<file path="config.mk">
export PLATFORM = sky130hd
export DESIGN_NAME = ex_muldiv_unit
export DESIGN_NICKNAME = d
export VERILOG_FILES = /design/src/rtl/ex_muldiv_unit.sv
export SDC_FILE = /design/constraint.sdc
export NUM_CORES = 1
export LEC_CHECK = 0
export ABC_AREA = 1
export CORE_ASPECT_RATIO = 1.5
export CORE_MARGIN = 3
export CORE_UTILIZATION = 54
export CTS_BUF_LIST = sky130_fd_sc_hd__clkbuf_8
export CTS_CLUSTER_SIZE = 10
export DETAILED_ROUTE_END_ITERATION = 7
export PLACE_DENSITY = 0.8
export RECOVER_POWER = 50
export SLEW_MARGIN = 10
export SYNTH_ARGS = -nofsm -noshare
export SYNTH_HDL_FRONTEND = slang
export SYNTH_SLANG_ARGS = --single-unit
</file>
<file path="constraint.sdc">
create_clock -name Clock -period 2.1 [get_ports Clock]
set_input_delay 0.315 -clock Clock [delete_from_list [all_inputs] [get_ports Clock]]
set_output_delay 0.315 -clock Clock [all_outputs]
set_load 0.005 [all_outputs]
</file>
<file path="src/rtl/ex_muldiv_unit.sv">
// Multi-cycle shift-add multiplier / restoring divider with architectural HI/LO.
// Define MULDIV_SIGNED_EN to honour In_Op[0] (signed MULT/DIV) via an extra FIXUP cycle.
module ex_muldiv_unit #(
    parameter int WIDTH = 32
) (
    input  logic             Clock,
    input  logic             Reset,
    input  logic             In_Start,
    input  logic [1:0]       In_Op,
    input  logic [WIDTH-1:0] In_OperandA,
    input  logic [WIDTH-1:0] In_OperandB,
    input  logic             In_WriteHi,
    input  logic             In_WriteLo,
    input  logic [WIDTH-1:0] In_MoveData,
    output logic [WIDTH-1:0] Out_Hi,
    output logic [WIDTH-1:0] Out_Lo,
    output logic             Out_Busy,
    output logic             Out_Done
);

    localparam int CW = (WIDTH > 1) ? $clog2(WIDTH) : 1;

    typedef enum logic [1:0] {
        IDLE  = 2'd0,
        CALC  = 2'd1,
        FIXUP = 2'd2
    } state_t;

    state_t               state;
    state_t               stateNext;
    logic [CW-1:0]        count;
    logic [2*WIDTH-1:0]   acc;
    logic [2*WIDTH-1:0]   accStep;
    logic [WIDTH-1:0]     rem;
    logic [WIDTH-1:0]     remStep;
    logic [WIDTH:0]       shifted;
    logic [WIDTH:0]       addSum;
    logic [WIDTH-1:0]     opA;
    logic [WIDTH-1:0]     opB;
    logic [WIDTH-1:0]     rawA;
    logic                 isDiv;
    logic                 divZero;
    logic                 finish;
    logic [WIDTH-1:0]     magA;
    logic [WIDTH-1:0]     magB;
    logic                 startSignA;
    logic                 startSignB;
    logic [2*WIDTH-1:0]   resAcc;
    logic [WIDTH-1:0]     resRem;
    logic [2*WIDTH-1:0]   product;
    logic [WIDTH-1:0]     quotient;
    logic [WIDTH-1:0]     remainder;
    logic [WIDTH-1:0]     resHi;
    logic [WIDTH-1:0]     resLo;
    logic [WIDTH-1:0]     hiReg;
    logic [WIDTH-1:0]     loReg;
    logic                 doneReg;

`ifdef MULDIV_SIGNED_EN
    logic                 signA;
    logic                 signB;
    // Result is corrected from the settled accumulator in the FIXUP cycle
    assign resAcc = acc;
    assign resRem = rem;
`else
    logic                 unusedOpSign;
    assign unusedOpSign = In_Op[0];
    // Without FIXUP the last CALC iteration commits its own output directly
    assign resAcc = accStep;
    assign resRem = remStep;
`endif

    assign Out_Hi   = hiReg;
    assign Out_Lo   = loReg;
    assign Out_Done = doneReg;
    assign Out_Busy = (state != IDLE);

    // Operand magnitudes and sign flags presented at launch
    always_comb begin
`ifdef MULDIV_SIGNED_EN
        startSignA = In_Op[0] & In_OperandA[WIDTH-1];
        startSignB = In_Op[0] & In_OperandB[WIDTH-1];
`else
        startSignA = 1'b0;
        startSignB = 1'b0;
`endif
        if (startSignA) begin
            magA = -In_OperandA;
        end else begin
            magA = In_OperandA;
        end
        if (startSignB) begin
            magB = -In_OperandB;
        end else begin
            magB = In_OperandB;
        end
    end

    // One shift-add or restoring-divide iteration
    always_comb begin
        accStep = acc;
        remStep = rem;
        shifted = {rem, acc[WIDTH-1]};
        addSum  = {1'b0, acc[2*WIDTH-1:WIDTH]};
        if (isDiv) begin
            if (shifted >= {1'b0, opB}) begin
                remStep = shifted[WIDTH-1:0] - opB;
                accStep = {acc[2*WIDTH-1:WIDTH], acc[WIDTH-2:0], 1'b1};
            end else begin
                remStep = shifted[WIDTH-1:0];
                accStep = {acc[2*WIDTH-1:WIDTH], acc[WIDTH-2:0], 1'b0};
            end
        end else begin
            if (acc[0]) begin
                addSum = {1'b0, acc[2*WIDTH-1:WIDTH]} + {1'b0, opA};
            end else begin
                addSum = {1'b0, acc[2*WIDTH-1:WIDTH]};
            end
            accStep = {addSum, acc[WIDTH-1:1]};
        end
    end

    // Sign correction and HI/LO placement of the finished operation
    always_comb begin
        product   = resAcc;
        quotient  = resAcc[WIDTH-1:0];
        remainder = resRem;
`ifdef MULDIV_SIGNED_EN
        if (signA ^ signB) begin
            product  = -resAcc;
            quotient = -resAcc[WIDTH-1:0];
        end else begin
            product  = resAcc;
            quotient = resAcc[WIDTH-1:0];
        end
        if (signA) begin
            remainder = -resRem;
        end else begin
            remainder = resRem;
        end
`endif
        if (!isDiv) begin
            resHi = product[2*WIDTH-1:WIDTH];
            resLo = product[WIDTH-1:0];
        end else if (divZero) begin
            resHi = rawA;
            resLo = {WIDTH{1'b1}};
        end else begin
            resHi = remainder;
            resLo = quotient;
        end
    end

    // Next-state and completion decode
    always_comb begin
        stateNext = state;
        finish    = 1'b0;
        case (state)
            IDLE: begin
                if (In_Start) begin
                    stateNext = CALC;
                end else begin
                    stateNext = IDLE;
                end
            end
            CALC: begin
                if (count == CW'(WIDTH - 1)) begin
`ifdef MULDIV_SIGNED_EN
                    stateNext = FIXUP;
`else
                    stateNext = IDLE;
                    finish    = 1'b1;
`endif
                end else begin
                    stateNext = CALC;
                end
            end
            FIXUP: begin
                stateNext = IDLE;
                finish    = 1'b1;
            end
            default: begin
                stateNext = IDLE;
            end
        endcase
    end

    // State, datapath and HI/LO registers
    always_ff @(posedge Clock) begin
        if (Reset) begin
            state   <= IDLE;
            count   <= {CW{1'b0}};
            acc     <= {(2*WIDTH){1'b0}};
            rem     <= {WIDTH{1'b0}};
            opA     <= {WIDTH{1'b0}};
            opB     <= {WIDTH{1'b0}};
            rawA    <= {WIDTH{1'b0}};
            isDiv   <= 1'b0;
            divZero <= 1'b0;
            hiReg   <= {WIDTH{1'b0}};
            loReg   <= {WIDTH{1'b0}};
            doneReg <= 1'b0;
`ifdef MULDIV_SIGNED_EN
            signA   <= 1'b0;
            signB   <= 1'b0;
`endif
        end else begin
            state   <= stateNext;
            doneReg <= finish;
            case (state)
                IDLE: begin
                    if (In_WriteHi) hiReg <= In_MoveData;
                    if (In_WriteLo) loReg <= In_MoveData;
                    if (In_Start) begin
                        opA     <= magA;
                        opB     <= magB;
                        rawA    <= In_OperandA;
                        isDiv   <= In_Op[1];
                        divZero <= In_Op[1] & (In_OperandB == {WIDTH{1'b0}});
                        rem     <= {WIDTH{1'b0}};
                        count   <= {CW{1'b0}};
                        // Low half carries the multiplier or the dividend being shifted out
                        acc     <= {{WIDTH{1'b0}}, (In_Op[1] ? magA : magB)};
`ifdef MULDIV_SIGNED_EN
                        signA   <= startSignA;
                        signB   <= startSignB;
`endif
                    end
                end
                CALC: begin
                    acc   <= accStep;
                    rem   <= remStep;
                    count <= count + CW'(1);
                end
                FIXUP: begin
                    count <= {CW{1'b0}};
                end
                default: begin
                    count <= {CW{1'b0}};
                end
            endcase
            if (finish) begin
                hiReg <= resHi;
                loReg <= resLo;
            end
        end
    end

endmodule

</file>
==> results of run 1 <==
[synth_stat cells, drive strengths merged]
cell type,number,area share (%)
a211oi,3,0.14
a21boi,1,0.047
a21o,9,0.42
a21oi,251,7.9
a22o,4,0.22
a22oi,2,0.093
a31oi,26,1.0
a32o,10,0.62
and2,1,0.039
and3,1,0.039
buf,30,1.0
clkbuf,105,2.4
clkinv,3,0.070
dfxtp,233,29
fa,2,0.25
ha,66,5.1
inv,306,7.1
nand2,804,19
nand3,180,5.9
nand3b,11,0.51
nand4,23,0.89
nor2,225,5.5
nor3,18,0.62
nor4,4,0.16
o211ai,31,1.5
o21a,5,0.23
o21ai,242,7.5
o21bai,10,0.47
o221a,1,0.070
o221ai,5,0.27
o22ai,3,0.12
or2,3,0.12
xnor2,23,1.3
xor2,8,0.44
[per-layer routing]
metal,GRT usage (%),overflow
met1,62.6,0
met5,8.59,0
met2,90.1,15
met3,36.6,0
met4,67.4,10
[cell families after synthesis]
family / after synthesis / synth area share, %
AND/OR/NAND/NOR: 1270 / 32.7
XOR/XNOR: 31 / 1.69
AO/OA/AOI/OAI: 603 / 20.6
adder cells (fa/ha/maj): 68 / 5.38
flip-flops: 233 / 29.0
buffers and inverters: 444 / 10.7
[timing repair]
action,CTS
gates resized for setup,361
endpoints found under the setup margin,94
buffers inserted,34
cloned,2
hold buffers,1
endpoints found under the hold margin,3
pin swaps,68
[per-stage QoR]
stage | TNS (ps) | setup WS, ps | area, sq um
3_3_place_gp | -22710 | -503 | 20800
2_1_floorplan | 0 | 6.84 | 16100
3_5_place_dp | -27940 | -546 | 20800
4_1_cts | -9460 | -217 | 23300
==> summary.md, run 1 <==
| Metric | Value |
|---|---|
| Number of cells produced by synthesis | 2649 |
| Htree depth | 2 |
| Inserted Clock Buffers | 39 |
| Syn Std Cell Area | ~0.016 sq mm |
| Placement Rows | 76 |
| Warnings from Yosys | 0 |
| Run Error | [ERROR GRT-0232] Routing congestion too high. Check the congestion heatmap in the GUI. |
| Stop stage | 5_1_grt |
| Initial Util | ~56% |
| Boundary Pins | ~170 |
| Grt repair worst endpoint | rem[11]$_SDFFE_PP0P_/D |
| # placed instances | between 3k and 4k |
| Run status | stopped before the end |
| Post-synthesis sequential area ratio | approximately 29% |
| Clock Sinks | between 200 and 250 |
| Remaining Overflow, GRT | 25 |
| GP Congestion | ~1.1 |
| Chip Width | between 100 and 150 um |
| DP Wirelength | about 57000 um |
| Yosys reg bits | about 230 |
| Overall Global Routing Usage | 64.1% |
| CTS Buffer Depth | 3 |
| Mapped Avg Cell Area | 6.08 sq um |
| Yosys cell types | 51 |
| Worst ep type | register data pin |
| Root Buffer | clkbuf_8 |
| Die H | roughly 220 um |
| Syn nets | ~2.8k |
| Largest net degree at the start of global routing | 72 |
| Port Buffers | 167 |
==> run 2, diff against run 1 <==
Settings changed: CORE_ASPECT_RATIO 1.5 to unset, CORE_UTILIZATION 54 to 40, CTS_BUF_LIST sky130_fd_sc_hd__clkbuf_8 to unset, CTS_CLUSTER_SIZE 10 to unset, PLACE_DENSITY 0.8 to unset, PLACE_DENSITY_LB_ADDON set to 0.15.
Clock period 2.1 ns to 2.73 ns, I/O delays scaled along.
==> run 2 against run 1 <==
Effect of this change: the flow now finishes without violations; synthesized cell count unchanged; area after synthesis is the same.
==> summary.md, run 2 <==
| Metric | Value |
|---|---|
| Run status | finished clean |
| Startpoint Class | register |
| GP Congestion | around 1.0 |
| Post-synthesis sequential area ratio | between 20% and 30% |
| Max_slew headroom | less than 1% |
| Number of cells produced by synthesis | ~2.6k |
| Fin cells | 3335 |
| Clock Pin Slew Worst Setup and Hold Paths | 60 ps |
| N_diodes | 0 |
| # placed instances | approximately 3.3k |
| First-pass GRT wire length | around 100000 um |
| Port Buffers | approximately 170 |
| Final Net Count | between 2k and 3k |
| Mapped Avg Cell Area | between 6 and 7 sq um |
| Drt total wl | approximately 68000 um |
| Final Critical Period | 2600 ps |
| Max Slew Vio Count | 0 |
| Warnings from Yosys | 0 |
| Leakage | approximately 0.009 uW |
| Syn Std Cell Area | roughly 0.016 sq mm |
| Largest net degree at the start of global routing | 75 |
| CP Data Arrival Time | 3090 ps |
| DR iter-0 viols | between 1.5k and 2k |
| Largest register FFs | 64 |
| Final Power | 9610 uW |
| Core footprint | about 0.039 sq mm |
| Root Buffer | clkbuf_16 |
| Skew final | 15.4 ps |
| Pwr Density | 488 mW/mm^2 |
| DRC | 0 |
| Required @ worst endpoint | between 3000 and 4000 ps |
| Largest register by flop count | acc |
| Antenna violations before repair | 0 |
| Syn nets | roughly 2.8k |
| Post-route ant nets | 0 |
| Overall Global Routing Usage | 31.0% |
| Post-synth top area cell | dfxtp_1 |
| Clock Sinks | approximately 230 |
| Htree depth | 1 |
| Initial Util | 41.1% |
| PnR worst setup slack | between 100 and 150 ps |
| Proportion of layout cells with a drive suffix above 1 | under 10% |
| CTS Buffer Depth | 3 |
| Remaining Overflow, GRT | 0 |
| Post-CTS setup buffers | 0 |
| Synth Flop Type | dfxtp_1 |
| Max FO, Critical Path | 3 |
| Hold WC Path Type | in -> reg |
| Vias post-DR | about 18k |
| Max cap viols | 0 |
| Area grow syn2layout | 22.3% |
| Final Hold Fails | 0 |
| Via/cell ratio | 5.46 |
| Final setup vio count | 0 |
| R2R setup slack | between 100 and 150 ps |
| CP endpoint kind | register |
| Kind of critical path | reg -> reg |
| Boundary Pins | between 150 and 200 |
| Yosys reg bits | between 200 and 250 |
| Finished Core Util | 50.2% |
| Post-synth EDFFs | 0 |
| Synth area leaders | dfxtp_1 29%, nand2_1 19%, a21oi_1 7.7% |
| Pre-Repair DR Iteration Count | 6 |
| Routed len/inst | 20.3 um |
| Clk Latency, worst-skew pair | between 500 and 600 ps |
| DP Wirelength | roughly 52000 um |
| Die ar. | 0.0427 sq mm |
| CTS tree | yes |
| Placement Rows | a little over 70 |
| Worst Tran Pin Value | 1500 ps |
| Commonest non-fill, non-tap cell in the layout | nand2_1 |
| Synth top area share | between 20% and 30% |
| Fin crit share | ~95% |
| Commonest cells after routing, fill and taps aside | 781 x nand2_1, 301 x inv_1, 245 x a21oi_1 |
| Asr flop ratio synth | 0% |
| Die H | around 210 um |
| Place WS | -36.0 ps |
| Vias in the first global route | around 17k |
| Layout fillers | 4142 |
| Yosys cell types | 51 |
| Inserted Clock Buffers | 28 |
| Synth top cells by count | 795 x nand2_1, 301 x inv_1, 249 x a21oi_1 |
| Max Freq | between 300 and 400 MHz |
| Max IR drop VDD | 0.414 mV |
| Chip Width | slightly above 200 um |
| Most frequent cell after synthesis | nand2_1 |
run 2: cell counts after synthesis:
Identical to the previous run, type by type.
run 2: layer usage:
layer | track usage [%] | wire, um | share of wire [%]
met4 | 10.6 | 2530 | 3.7
met3 | 3.75 | 4680 | 6.9
met1 | 41.7 | 29200 | 43
met5 | 0 | 0 | 0
met2 | 51.5 | 31200 | 46
run 2: worst max-delay path: stages, from the launching register on:
cell and delay (ps):
dfxtp_1 310, inv_1 70, ha_1 140, inv_1 60
fa_1 430, nand2_1 100, nand3_1 180, nand2_1 110
nand2_1 120, buf_4 170, xor2_1 200, nand2_1 110
nand3_1 230, nand3_1 160, a21oi_1 140
run 2: path summary, 6_finish.rpt:
kind / start / depth (start not counted) / end
setup reg to reg: acc[31]$_SDFFE_PP0P_ / 14 / Out_Hi[8]$_SDFFE_PP0P_
hold / removal: Reset / 2 / acc[48]$_SDFFE_PP0P_
setup / recovery: acc[31]$_SDFFE_PP0P_ / 14 / Out_Hi[8]$_SDFFE_PP0P_
hold reg to reg: opB[5]$_SDFFE_PP0P_ / 2 / opB[5]$_SDFFE_PP0P_
run 2: final cells by class:
class,instances,area (sq um),share of cell area [%]
clock buffer,38,810,4.11
clock inverter,13,81.3,0.413
inverter,309,1160,5.90
multi-input combinational,1972,9950,50.6
sequential,233,4670,23.7
tap,518,648,3.29
timing repair buffer,252,2360,12.0
run 2: repair_timing:
item	4_1_cts	5_1_grt
pin swaps	0	5
resized for setup	2	66
setup endpoints to repair	6	53
hold buffers	0	0
run 2: metrics by stage:
stage                     hold slack [ps]  area [sq um]  TNS, ps
final                                 324         19700        0
after global placement                441         18600    -61.7
after CTS                             295         19500        0
after detailed placement              452         18600    -39.0
after global routing                  328         19700    -7.30
after floorplan                       428         16100        0
run 2: cell families after synthesis:
kind of cell | Yosys count | share of synthesized area [%]
buf+inv | 444 | 10.7
flops | 233 | 29.0
xor+xnor | 31 | 1.69
compound gates | 603 | 20.6
fa+ha+maj | 68 | 5.38
simple gates | 1270 | 32.7
run 2: power breakdown:
group	switching, uW	internal (uW)	leakage (uW)	total (uW)
Sequential	140	3600	0.00191	3740
Clock	1570	2080	0.000442	3650
Combinational	1400	817	0.00669	2220
Total	3120	6490	0.00904	9610
Note: power is estimated with default switching activity, not from simulation.
